## config.mk

```make
export PLATFORM = sky130hd
export DESIGN_NAME = lcd_frame_feeder
export DESIGN_NICKNAME = d
export VERILOG_FILES = /design/src/rtl/lcd_pkg.sv /design/src/rtl/lcd_frame_feeder.sv
export SDC_FILE = /design/constraint.sdc
export NUM_CORES = 1
export LEC_CHECK = 0
export CELL_PAD_IN_SITES_DETAIL_PLACEMENT = 1
export CELL_PAD_IN_SITES_GLOBAL_PLACEMENT = 1
export CORE_ASPECT_RATIO = 0.6
export CORE_MARGIN = 8
export CORE_UTILIZATION = 45
export DETAILED_ROUTE_END_ITERATION = 8
export PLACE_DENSITY = 0.94
export SYNTH_ARGS = -nofsm -noshare
export SYNTH_HDL_FRONTEND = slang
export SYNTH_SLANG_ARGS = --single-unit
```

## constraint.sdc

```tcl
create_clock -name clk -period 3.14 [get_ports clk]
set_clock_uncertainty 0.15 [all_clocks]
set_input_delay 0.471 -clock clk [delete_from_list [all_inputs] [get_ports clk]]
set_output_delay 0.471 -clock clk [all_outputs]
set_load 0.1 [all_outputs]
```

## src/rtl/lcd_pkg.sv

```systemverilog
// Shared constants and state type for the LCD frame feeder.
package lcd_pkg;

    localparam logic [7:0] LCD_CMD_CASET = 8'h2A;
    localparam logic [7:0] LCD_CMD_RASET = 8'h2B;
    localparam logic [7:0] LCD_CMD_RAMWR = 8'h2C;

    localparam int unsigned LCD_HDR_LEN   = 11;
    localparam int unsigned LCD_HDR_IDX_W = 4;

    typedef enum logic [2:0] {
        ST_IDLE    = 3'd0,
        ST_WAIT_FM = 3'd1,
        ST_HDR     = 3'd2,
        ST_PIX_HI  = 3'd3,
        ST_PIX_LO  = 3'd4,
        ST_DONE    = 3'd5
    } lcd_state_e;

endpackage

```

## src/rtl/lcd_frame_feeder.sv

```systemverilog
// Emits the CASET/RASET/RAMWR window header, then streams RGB565 pixels MSB-first to the LCD PHY.
// Optional LCD_FEEDER_FMARK_SYNC_EN: hold each frame until the PHY frame-mark strobe.
module lcd_frame_feeder
    import lcd_pkg::*;
#(
    parameter int unsigned WIDTH  = 320,
    parameter int unsigned HEIGHT = 240
) (
    input  logic        clk,
    input  logic        rst_n,
    input  logic        frame_start,
    output logic        busy,
    output logic        frame_done,
    input  logic [15:0] pix_data,
    input  logic        pix_valid,
    output logic        pix_ready,
    output logic [7:0]  phy_data,
    output logic        phy_rs,
    output logic        phy_valid,
    input  logic        phy_ready,
    input  logic        phy_fmark_stb
);

    localparam longint unsigned NPIX  = 64'(WIDTH) * 64'(HEIGHT);
    localparam int unsigned     CNT_W = (NPIX > 64'd1) ? $clog2(NPIX) : 1;
    localparam logic [CNT_W-1:0] LAST_PIX = CNT_W'(NPIX - 64'd1);
    localparam logic [15:0] W_M1 = 16'(WIDTH - 1);
    localparam logic [15:0] H_M1 = 16'(HEIGHT - 1);
    localparam logic [LCD_HDR_IDX_W-1:0] HDR_LAST = LCD_HDR_IDX_W'(LCD_HDR_LEN - 1);

    lcd_state_e state_q, state_d;

    logic [LCD_HDR_IDX_W-1:0] hdr_idx_q, hdr_idx_d;
    logic [CNT_W-1:0]         pix_cnt_q, pix_cnt_d;
    logic [7:0]               lo_byte_q, lo_byte_d;
    logic [7:0]               phy_data_q, phy_data_d;
    logic                     phy_rs_q, phy_rs_d;
    logic                     phy_valid_q, phy_valid_d;
    logic                     busy_q, busy_d;
    logic                     done_q, done_d;

    logic       slot_free_c;
    logic [7:0] hdr_byte_c;
    logic       hdr_rs_c;

    // The output register can take a new byte when empty or being drained this cycle.
    assign slot_free_c = ~phy_valid_q | phy_ready;

    // Window-setup header byte mux; command bytes go out with rs=0.
    always_comb begin
        hdr_byte_c = 8'h00;
        hdr_rs_c   = 1'b1;
        case (hdr_idx_q)
            4'd0: begin hdr_byte_c = LCD_CMD_CASET; hdr_rs_c = 1'b0; end
            4'd3: hdr_byte_c = W_M1[15:8];
            4'd4: hdr_byte_c = W_M1[7:0];
            4'd5: begin hdr_byte_c = LCD_CMD_RASET; hdr_rs_c = 1'b0; end
            4'd8: hdr_byte_c = H_M1[15:8];
            4'd9: hdr_byte_c = H_M1[7:0];
            4'd10: begin hdr_byte_c = LCD_CMD_RAMWR; hdr_rs_c = 1'b0; end
            default: begin hdr_byte_c = 8'h00; hdr_rs_c = 1'b1; end
        endcase
    end

    always_ff @(posedge clk or negedge rst_n) begin
        if (!rst_n) begin
            state_q <= ST_IDLE;
        end else begin
            state_q <= state_d;
        end
    end

    always_comb begin
        state_d = state_q;
        case (state_q)
            ST_IDLE: begin
                if (frame_start) begin
`ifdef LCD_FEEDER_FMARK_SYNC_EN
                    state_d = ST_WAIT_FM;
`else
                    state_d = ST_HDR;
`endif
                end
            end
            ST_WAIT_FM: begin
                if (phy_fmark_stb) state_d = ST_HDR;
            end
            ST_HDR: begin
                if (slot_free_c && (hdr_idx_q == HDR_LAST)) state_d = ST_PIX_HI;
            end
            ST_PIX_HI: begin
                if (slot_free_c && pix_valid) state_d = ST_PIX_LO;
            end
            ST_PIX_LO: begin
                if (slot_free_c) state_d = (pix_cnt_q == LAST_PIX) ? ST_DONE : ST_PIX_HI;
            end
            ST_DONE: begin
                if (slot_free_c) state_d = ST_IDLE;
            end
            default: state_d = ST_IDLE;
        endcase
    end

    // Datapath and handshake outputs; an idle free slot drops phy_valid.
    always_comb begin
        hdr_idx_d   = hdr_idx_q;
        pix_cnt_d   = pix_cnt_q;
        lo_byte_d   = lo_byte_q;
        phy_data_d  = phy_data_q;
        phy_rs_d    = phy_rs_q;
        phy_valid_d = phy_valid_q;
        busy_d      = busy_q;
        done_d      = 1'b0;
        pix_ready   = 1'b0;

        if (slot_free_c) phy_valid_d = 1'b0;

        case (state_q)
            ST_IDLE: begin
                hdr_idx_d = '0;
                pix_cnt_d = '0;
                if (frame_start) busy_d = 1'b1;
            end
            ST_HDR: begin
                if (slot_free_c) begin
                    phy_data_d  = hdr_byte_c;
                    phy_rs_d    = hdr_rs_c;
                    phy_valid_d = 1'b1;
                    hdr_idx_d   = hdr_idx_q + LCD_HDR_IDX_W'(1);
                end
            end
            ST_PIX_HI: begin
                pix_ready = slot_free_c;
                if (slot_free_c && pix_valid) begin
                    phy_data_d  = pix_data[15:8];
                    phy_rs_d    = 1'b1;
                    phy_valid_d = 1'b1;
                    lo_byte_d   = pix_data[7:0];
                end
            end
            ST_PIX_LO: begin
                if (slot_free_c) begin
                    phy_data_d  = lo_byte_q;
                    phy_rs_d    = 1'b1;
                    phy_valid_d = 1'b1;
                    pix_cnt_d   = pix_cnt_q + CNT_W'(1);
                end
            end
            ST_DONE: begin
                if (slot_free_c) begin
                    done_d = 1'b1;
                    busy_d = 1'b0;
                end
            end
            default: ;
        endcase
    end

    always_ff @(posedge clk or negedge rst_n) begin
        if (!rst_n) begin
            hdr_idx_q   <= '0;
            pix_cnt_q   <= '0;
            lo_byte_q   <= 8'h00;
            phy_data_q  <= 8'h00;
            phy_rs_q    <= 1'b0;
            phy_valid_q <= 1'b0;
            busy_q      <= 1'b0;
            done_q      <= 1'b0;
        end else begin
            hdr_idx_q   <= hdr_idx_d;
            pix_cnt_q   <= pix_cnt_d;
            lo_byte_q   <= lo_byte_d;
            phy_data_q  <= phy_data_d;
            phy_rs_q    <= phy_rs_d;
            phy_valid_q <= phy_valid_d;
            busy_q      <= busy_d;
            done_q      <= done_d;
        end
    end

    assign phy_data   = phy_data_q;
    assign phy_rs     = phy_rs_q;
    assign phy_valid  = phy_valid_q;
    assign busy       = busy_q;
    assign frame_done = done_q;

endmodule

```

# --- Yosys cells after proc, flatten, opt, wreduce, memory -nomap -nowiden ---
# Cells that the tools add are included.
word_totals:
  output_inout_bits: 13
  reg_bits: 44
  elab_cells: 79
classes:
  n_mux: 32
  add_sub_neg: 2
  reduce_logical: 16
  n_bitwise: 2
  eq_ne: 18
ops:
  columns: ["operator", "n"]
  rows:
  - ["$pmux 8 s6", 1]
  - ["$pmux 17 s2", 1]
  - ["$mux 8", 3]
  - ["$pmux 8 s3", 1]
  - ["$mux 3", 7]
  - ["$pmux 3 s6", 1]
  - ["$add 17x1->17 const B", 1]
  - ["$eq 17x17->1 const B", 1]
  - ["$mux 17", 1]
  - ["$ne 2x2->1 const B", 7]
  - ["$mux 1", 12]
  - ["$eq 4x3->1 const B", 2]
  - ["$eq 4x4->1 const B", 2]
  - ["$pmux 4 s2", 1]
  - ["$eq 3x2->1 const B", 2]
  - ["$eq 3x3->1 const B", 2]
  - ["$reduce_and 2->1", 3]
  - ["$reduce_and 6->1", 1]
  - ["$reduce_bool 2->1", 3]
  - ["$add 4x1->4 const B", 1]
  - ["$eq 4x2->1 const B", 1]
  - ["$logic_not 4->1", 1]
  - ["$mux 4", 1]
  - ["$pmux 1 s2", 2]
  - ["11 further kinds", 12]

# --- Longest topological paths before layout ---
# Gate-level depths: netlist (run 1).
depth:
  ltp_word: 5
  mapped_depth: 8

# --- Worst setup path before layout (run 1) ---
# Ideal clock, no wire load.
synth_timing:
  path_kind: "reg-to-output"
  start: "reg phy_valid_q (netlist: phy_valid)"
  end: "out pix_ready"
  n_path_buf: 1
  setup_slack_ns: 0.018
  required_time_ns: 2.519
  arrival_time_ns: 2.501
  path_stages_with_launch: 4
  cell_sequence: "dfrtp_1 -> nor2b_1 -> clkbuf_1 -> nor2_1"
synth_via:
  elab_chain_cells: 3
synth_rtl:
  columns: ["element", "line", "rtl"]
  rows:
  - ["from (decl)", "lcd_frame_feeder.sv:38", "logic phy_valid_q, phy_valid_d;"]
  - ["from (signal assigned)", "lcd_frame_feeder.sv:175", "phy_valid_q <= phy_valid_d;"]
  - ["$not 1->1", "lcd_frame_feeder.sv:47", "assign slot_free_c = ~phy_valid_q | phy_ready;"]
  - ["$or 1x1->1", "lcd_frame_feeder.sv:47", null]
  - ["$mux 1", "lcd_frame_feeder.sv:118", "case (state_q)"]
  - ["to (decl)", "lcd_frame_feeder.sv:16", "output logic pix_ready,"]
# No other way between the ends.

# --- Worst setup path in the final report (run 1) ---
layout_timing:
  start: "reg state_q[0]"
  end: "reg pix_cnt_q[13]"
layout_via:
  elab_chain_cells: 3
  elab_cells_between_ends: 6
layout_rtl:
  columns: ["element", "line", "rtl"]
  rows:
  - ["from (decl)", "lcd_frame_feeder.sv:31", "lcd_state_e state_q, state_d;"]
  - ["from (signal assigned)", "lcd_frame_feeder.sv:69", "state_q <= state_d;"]
  - ["$eq 3x3->1 / $logic_not 3->1 (equally long branches)", "lcd_frame_feeder.sv:118", null]
  - ["$ne 2x2->1 (no line) / $reduce_bool 2->1 (equally long branches)", null, null]
  - ["$reduce_and 2->1 (no line)", null, null]
  - ["to (signal assigned)", "lcd_frame_feeder.sv:171", "pix_cnt_q <= pix_cnt_d;"]
  - ["to (decl)", "lcd_frame_feeder.sv:34", "logic [CNT_W-1:0] pix_cnt_q, pix_cnt_d;"]
# Several ways; a longest one is shown, not always the timed one.
# A chain may end at the register's enable or synchronous reset.

==> results.py, run 1 <==
metrics = {
    "clocking": {
        "path_clk_slew_ps": 90,
        "cts_buffers": 5,
        "cts_num_sinks": 44,
        "root_buffer": "clkbuf_8",
        "cts_tree": "done",
        "h-tree-depth": 2,
        "ctsResizeCount": 0,
        "cts_setup_buffers": 0,
        "hold_buffers": 0,
        "clock_latency_ps": 300,
        "clockBufferDepth": 2,
    },
    "floorplan": {
        "die_h_um": 74.21,
        "io_pins": 35,
        "start_util": 0.4605,
        "dieArea_um2": 8387,
        "core-area_um2": 5518,
        "num_rows": 21,
        "die_w_um": 113.0,
    },
    "logic_synthesis": {
        "synth_mux_area_frac": 0.04382,
        "synth_xor_area_frac": 0.04136,
        "synth_nets": 294,
        "synth_compound_area_frac": 0.1723,
        "avgSynthCellArea_um2": 9.518,
        "yosys_most_used_dff": "dfrtp_1",
        "syn_inst": 267,
        "synthArstFlopShare": 1.000,
        "synth_top_family_by_area": "simple AND/OR/NAND/NOR gates",
        "ys_warn_count": 0,
        "yosys.area_share.adder": 0.02462,
        "syn_area_um2": 2541,
        "yosysUniqueCellTypes": 55,
        "synth_edf_count": 0,
        "yosys_register_bits": 44,
        "synth-seq-area-share": 0.4333,
        "synthSimpleGateAreaFrac": 0.2393,
    },
    "routing": {
        "drt_first_pass_iters": 4,
        "viasPerCell": 5.929,
        "wl_per_cell_um": 19.82,
        "drt_iter0_drc": 154,
        "num_vias": 2170,
        "drc": 0,
        "ant_nets": 0,
        "routed_wl_um": 7255,
    },
    "critical_path": {
        "crit_fanout": 23,
        "worstSetupEndpoint": "pix_cnt_q[13]$_DFFE_PN0P_",
        "worstSetupStartpointType": "register",
        "end_kind": "register",
        "r2r-end": "pix_cnt_q[13]$_DFFE_PN0P_",
        "reg2reg_setup_slack_ps": 740,
        "required_ps": 3190,
        "crit_buf_inv": 0,
        "r2r_cells": 5,
        "arrival_ps": 2450,
        "slowest_stage": "dfrtp_1",
        "regToRegStartpoint": "state_q[0]$_DFFE_PN0P_",
        "path_depth": 5,
        "crit_chain": "or2_1 > nor4b_4 > nand4_1 > xor2_1 > nor2_2",
        "crit_start": "state_q[0]$_DFFE_PN0P_",
        "cp_top_family": "simple AND/OR/NAND/NOR gates",
        "critPathKind": "register to register",
        "cpPeakStageDelay_ps": 640,
    },
    "pwr": {
        "seq_power_share": 0.328,
        "leakagePower_nw": 1.317,
        "power.internal_w": 0.001374,
        "power_frac_comb": 0.535,
        "peakVddDrop_mv": 0.5386,
        "clock_power_share": 0.137,
        "sw_frac_of_total": 0.5164,
        "power_density_nw_per_um2": 956.7,
        "p_sw_w": 0.001467,
    },
    "timing": {
        "relSlewSlack": 0.3438,
        "post-route-min-period_ps": 2402,
        "tns_ps": 0,
        "rsz0062_at_grt": "false",
        "max_clock_freq_ghz": 0.4163,
        "fin_crit_sh": 0.7651,
        "final_hold_viol_count": 0,
        "worst_hold_slack_ps": 154.1,
        "finalSetupViolations": 0,
        "setup_ws_ps": 737.7,
        "worst_slew_pin_slew_ps": 984.3,
        "slew_violations": 0,
    },
    "grt": {
        "grtUsageTotal": 0.1868,
        "overflow": 0,
        "antenna_found_initial": 0,
        "grt_pass1_vias": 2319,
        "grt_max_degree": 45,
        "grt_pass1_wl_um": 12240,
    },
    "placement": {
        "dp_cells": 358,
        "gp_congestion": 0.8256,
        "pre_cts_ws_ps": 541.3,
        "place_area_um2": 2872,
        "hpwl_um": 5305,
        "io_buffers": 34,
    },
    "status": {
        "status": "finished, final reports clean",
    },
    "cells_and_area": {
        "antenna_cells": 0,
        "nNetsFinal": 323,
        "stdcell_area_um2": 2969,
        "syn_to_final_growth_pct": 16.84,
        "post_layout_nonfiller_instances": 366,
        "drive_gt1_frac": 0.1279,
    },
    "run": {
        "cap_viol_max_count": 0,
    },
    "worst_hold_path": {
        "min_path_type": "primary input to asynchronous set/reset pin",
    },
}
## cell usage in the layout, fill, tap and decap left out, types with 4 or more instances in the layout
master	synthesis	routed
a21o_1	7	7
dfrtp_1	44	44
nand2_1	23	23
a21oi_1	20	20
mux2_1	9	9
ha_1	5	5
xor2_1	8	8
o21ai_0	12	12
nand3b_1	4	4
nand4_1	6	6
o22ai_1	5	5
clkdlybuf4s50_1	0	20
and3_1	8	8
xnor2_1	4	4
nor2_1	21	21
inv_1	7	7
nand2b_1	8	8
nand3_1	7	7
nor3_1	6	6
buf_4	1	17
clkbuf_8	0	6
## how the worst min path moves through the flow
stage	start	to	slack [ps]
final	rst_n	phy_data[5]$_DFFE_PN0P_	150
after global routing	rst_n	phy_data[5]$_DFFE_PN0P_	240
after CTS	rst_n	phy_data[5]$_DFFE_PN0P_	210
after detailed placement	phy_rs$_DFFE_PN0P_	phy_rs$_DFFE_PN0P_	320
after global placement	phy_rs$_DFFE_PN0P_	phy_rs$_DFFE_PN0P_	310
after floorplan	rst_n	busy$_DFFE_PN0P_	30
## flip-flops by register name (all words and copies together), names as in the netlist
register,flops
phy_data,8
lo_byte_q,8
phy_rs,1
hdr_idx_q,4
pix_cnt_q,17
state_q,3
frame_done,1
phy_valid,1
busy,1
## Yosys cell counts (2+ instances only)
| master | n | share of area |
|---|---|---|
| a21oi_1 | 20 | 0.039 |
| nand3_1 | 7 | 0.014 |
| nor2b_1 | 3 | 0.0074 |
| and4_1 | 2 | 0.0069 |
| nor3_1 | 6 | 0.012 |
| dfrtp_1 | 44 | 0.43 |
| xnor2_1 | 4 | 0.014 |
| and3_1 | 8 | 0.020 |
| clkbuf_1 | 4 | 0.0059 |
| a2111oi_2 | 2 | 0.012 |
| nand2_1 | 23 | 0.034 |
| o21ai_1 | 3 | 0.0059 |
| ha_1 | 5 | 0.025 |
| nand3b_1 | 4 | 0.012 |
| nand4_1 | 6 | 0.015 |
| buf_2 | 8 | 0.016 |
| a22oi_1 | 2 | 0.0059 |
| o21ai_0 | 12 | 0.024 |
| nand2b_1 | 8 | 0.020 |
| or3_1 | 3 | 0.0074 |
| xor2_1 | 8 | 0.028 |
| nor2_2 | 3 | 0.0074 |
| inv_1 | 7 | 0.010 |
| buf_6 | 2 | 0.0089 |
| o31ai_1 | 3 | 0.0089 |
| o22ai_1 | 5 | 0.012 |
| a21o_1 | 7 | 0.021 |
| mux2_1 | 9 | 0.040 |
| nor2_1 | 21 | 0.031 |
| and3b_1 | 3 | 0.010 |
## through the flow
stage                     utilization  total power (W)
after global placement         0.5204         0.002360
after CTS                      0.5381         0.002849
after detailed placement       0.5204         0.002445
after floorplan                     -         0.002072
after global routing           0.5381         0.003016
final                          0.5381         0.002840
## power by group through the flow
stage / Combinational (W) / Sequential [W] / Clock, W
floorplan: 0.000861 / 0.00121 / 0
global placement: 0.00144 / 0.000915 / 0
detailed placement: 0.00151 / 0.000934 / 0
CTS: 0.00153 / 0.000927 / 0.000394
global route: 0.00164 / 0.000959 / 0.000420
finish: 0.00152 / 0.000931 / 0.000389
## layout make-up
cell class	count	area, um^2
fill	640	2549
timing repair buffer	38	332.8
clock inverter	2	15.01
inverter	7	26.28
clock buffer	6	82.58
multi-input combinational	200	1325
sequential	44	1101
tap	69	86.33
## kinds of logic after synthesis
kind of cell               count (synthesis)
AOI/OAI and AO/OA                         65
xor gates and xnor gates                  12
adders and majority gates                  5
buffers and inverters                     23
DFF                                       44
muxes                                     10
and+or+nand+nor                          108
## layer usage
layer | up-vias | wire length (um) | global-route usage
li1 | 1007 | - | -
met1 | 1101 | 3516 | 0.2570
met2 | 55 | 3327 | 0.2861
met3 | 7 | 324 | 0.04052
met4 | 0 | 87 | 0.06305
met5 | - | 0 | 0
## worst register-to-register path, stage by stage (launching register included)
cell     delay [ps]
dfrtp_1         640
or2_1           520
nor4b_4         560
nand4_1         190
xor2_1          190
nor2_2           40
(Power assumes the default switching activity.)
==> run 2, diff against run 1 <==
CORE_UTILIZATION = 38   (was 45)
PLACE_DENSITY = 0.86   (was 0.94)
clock period = 1.9 ns   (was 3.14 ns; I/O delays follow)
==> run 2 against run 1 <==
Net effect: design area grew 25%; sequential cell count is the same; critical path type unchanged; highest routed layer unchanged; critical endpoint is now state_q[1]$_DFFE_PN0P_; routed wire length grew 30%; largest cell class unchanged; sequential power grew 60%; the run now ends with negative setup slack left; non-clock buffer count grew 47; combinational power grew to 2.6 times the previous value.
==> results.py, run 2 (synthesized netlist as in run 1, its figures left out) <==
metrics = {
    "critical_path": {
        "required_ps": 1930,
        "worstSetupStartpointType": "register",
        "critPathKind": "register to register",
        "end_kind": "register",
        "r2r-end": "state_q[1]$_DFFE_PN0P_",
        "r2r_cells": 7,
        "crit_fanout": 4,
        "reg2reg_setup_slack_ps": -90,
        "arrival_ps": 2020,
        "regToRegStartpoint": "state_q[2]$_DFFE_PN0P_",
    },
    "placement": {
        "pre_cts_ws_ps": -185.5,
        "place_area_um2": 3358,
        "hpwl_um": 6269,
        "gp_congestion": 0.8704,
        "dp_cells": 412,
        "io_buffers": 34,
    },
    "worst_hold_path": {
        "min_to": "lo_byte_q[3]$_DFFE_PN0P_",
        "min_path_type": "register to register",
        "hold_start": "lo_byte_q[3]$_DFFE_PN0P_",
        "hold_path_depth": 1,
    },
    "clocking": {
        "root_buffer": "clkbuf_8",
        "h-tree-depth": 2,
        "cts_num_sinks": 44,
        "clock_latency_ps": 310,
        "clockBufferDepth": 2,
        "cts_tree": "done",
        "path_clk_slew_ps": 90,
        "cts_buffers": 5,
    },
    "floorplan": {
        "core-area_um2": 6561,
        "io_pins": 35,
        "die_h_um": 79.35,
        "die_w_um": 121.6,
        "num_rows": 23,
        "start_util": 0.3873,
        "dieArea_um2": 9646,
    },
    "timing": {
        "slew_violations": 0,
        "rsz0062_at_grt": "true",
        "finalSetupViolations": 7,
        "relSlewSlack": 0.6111,
        "fin_crit_sh": 1.047,
        "worst_hold_slack_ps": 352.3,
        "final_hold_viol_count": 0,
        "post-route-min-period_ps": 1990,
        "max_clock_freq_ghz": 0.5025,
        "worst_slew_pin_slew_ps": 583.3,
        "setup_ws_ps": -90.24,
    },
    "routing": {
        "wl_per_cell_um": 21.87,
        "drt_iter0_drc": 202,
        "drc": 0,
        "routed_wl_um": 9425,
        "viasPerCell": 5.596,
        "ant_nets": 0,
        "num_vias": 2412,
        "drt_first_pass_iters": 4,
    },
    "cells_and_area": {
        "nNetsFinal": 370,
        "syn_to_final_growth_pct": 45.64,
        "final_common_cell": "buf_4",
        "post_layout_nonfiller_instances": 431,
        "mostFrequentLayoutCells": "buf_4 (42), dfrtp_1 (40), nand2_1 (23), clkdlybuf4s50_1 (20), nor2_1 (19)",
        "stdcell_area_um2": 3701,
        "top_register": "pix_cnt_q",
        "drive_gt1_frac": 0.3256,
        "largest_reg_flops": 17,
        "antenna_cells": 0,
    },
    "grt": {
        "grt_pass1_vias": 2576,
        "grt_max_degree": 26,
        "overflow": 0,
        "grt_pass1_wl_um": 13770,
        "grtUsageTotal": 0.1807,
        "antenna_found_initial": 0,
    },
    "status": {
        "status": "finished with violations",
        "violations": "negative setup slack",
    },
    "pwr": {
        "peakVddDrop_mv": 0.8680,
        "seq_power_share": 0.247,
        "power_frac_comb": 0.646,
        "power_density_nw_per_um2": 1633,
        "p_sw_w": 0.002891,
        "sw_frac_of_total": 0.4784,
        "leakagePower_nw": 1.633,
        "clock_power_share": 0.107,
        "p_total_w": 0.006043,
        "power.internal_w": 0.003152,
    },
    "run": {
        "cap_viol_max_count": 0,
    },
}
## run 2: cell count changes in the layout (fill, tap and decap cells not counted), moves of 3 or more
cell	delta
buf_12	+14
buf_4	+25
buf_6	+7
dfrtp_1	-4
dfrtp_2	+3
nand3_1	-3
nor3_1	-3
nor3_2	+3
o21ai_0	-3
## run 2: metrics by stage
step	util	TNS, ps
finish	0.5641	-287.7
global route	0.5641	-1660
CTS	0.5372	-80.13
detailed placement	0.5118	-3212
global placement	0.5118	-1966
floorplan	-	0
## run 2: routing by layer
layer / GRT usage / vias up / part of all wire
met5: 0 / - / 0
li1: - / 1098 / -
met4: 0.04039 / 0 / 0.013
met2: 0.2785 / 69 / 0.46
met3: 0.04246 / 17 / 0.041
met1: 0.2514 / 1228 / 0.48
## run 2: how the worst max path moves through the flow
| stage | start | end | slack [ps] | cells after the start |
|---|---|---|---|---|
| finish | state_q[2]$_DFFE_PN0P_ | state_q[1]$_DFFE_PN0P_ | -90 | 7 |
| global route | state_q[2]$_DFFE_PN0P_ | state_q[1]$_DFFE_PN0P_ | -160 | 7 |
| CTS | state_q[2]$_DFFE_PN0P_ | pix_ready | -40 | 5 |
| detailed placement | phy_ready | state_q[1]$_DFFE_PN0P_ | -190 | 7 |
| global placement | phy_ready | state_q[0]$_DFFE_PN0P_ | -150 | 5 |
| floorplan | hdr_idx_q[0]$_DFFE_PN0P_ | state_q[0]$_DFFE_PN0P_ | 2 | 6 |
## run 2: repair_timing
action | CTS | global route
gates resized for setup | 8 | 34
pin swaps | 6 | 13
setup buffers | 7 | 3
endpoints found under the hold margin | 23 | 0
hold buffers | 1 | 0
setup endpoints to repair | 16 | 29
## run 2: power by group through the flow
stage	combinational, W	clock, W	sequential, W
detailed placement	0.00336	0	0.00149
CTS	0.00352	0.000643	0.00147
floorplan	0.00144	0	0.00201
global route	0.00409	0.000686	0.00152
global placement	0.00323	0	0.00147
finish	0.00390	0.000645	0.00149
## run 2: cell type report
class / instances / area (um^2)
fillers: 730 / 2860
multi-input cells: 200 / 1478
flip-flops and latches: 44 / 1109
repair buffers: 85 / 889.6
well taps: 87 / 108.9
clock buffers: 8 / 90.09
inverters: 7 / 26.28
## run 2: critical path: stages (launching register included)
cell and delay, ps:
dfrtp_1 430, buf_4 160, nand2b_1 100, a21oi_1 170, a2111oi_4 490, buf_4 200, nand2b_4 110, nand3_2 60
==> run 3, diff against run 2 <==
CAP_MARGIN = 15   (was not set)
==> results of run 3 <==
Final layout, timing and power as in run 2 (identical DEF).
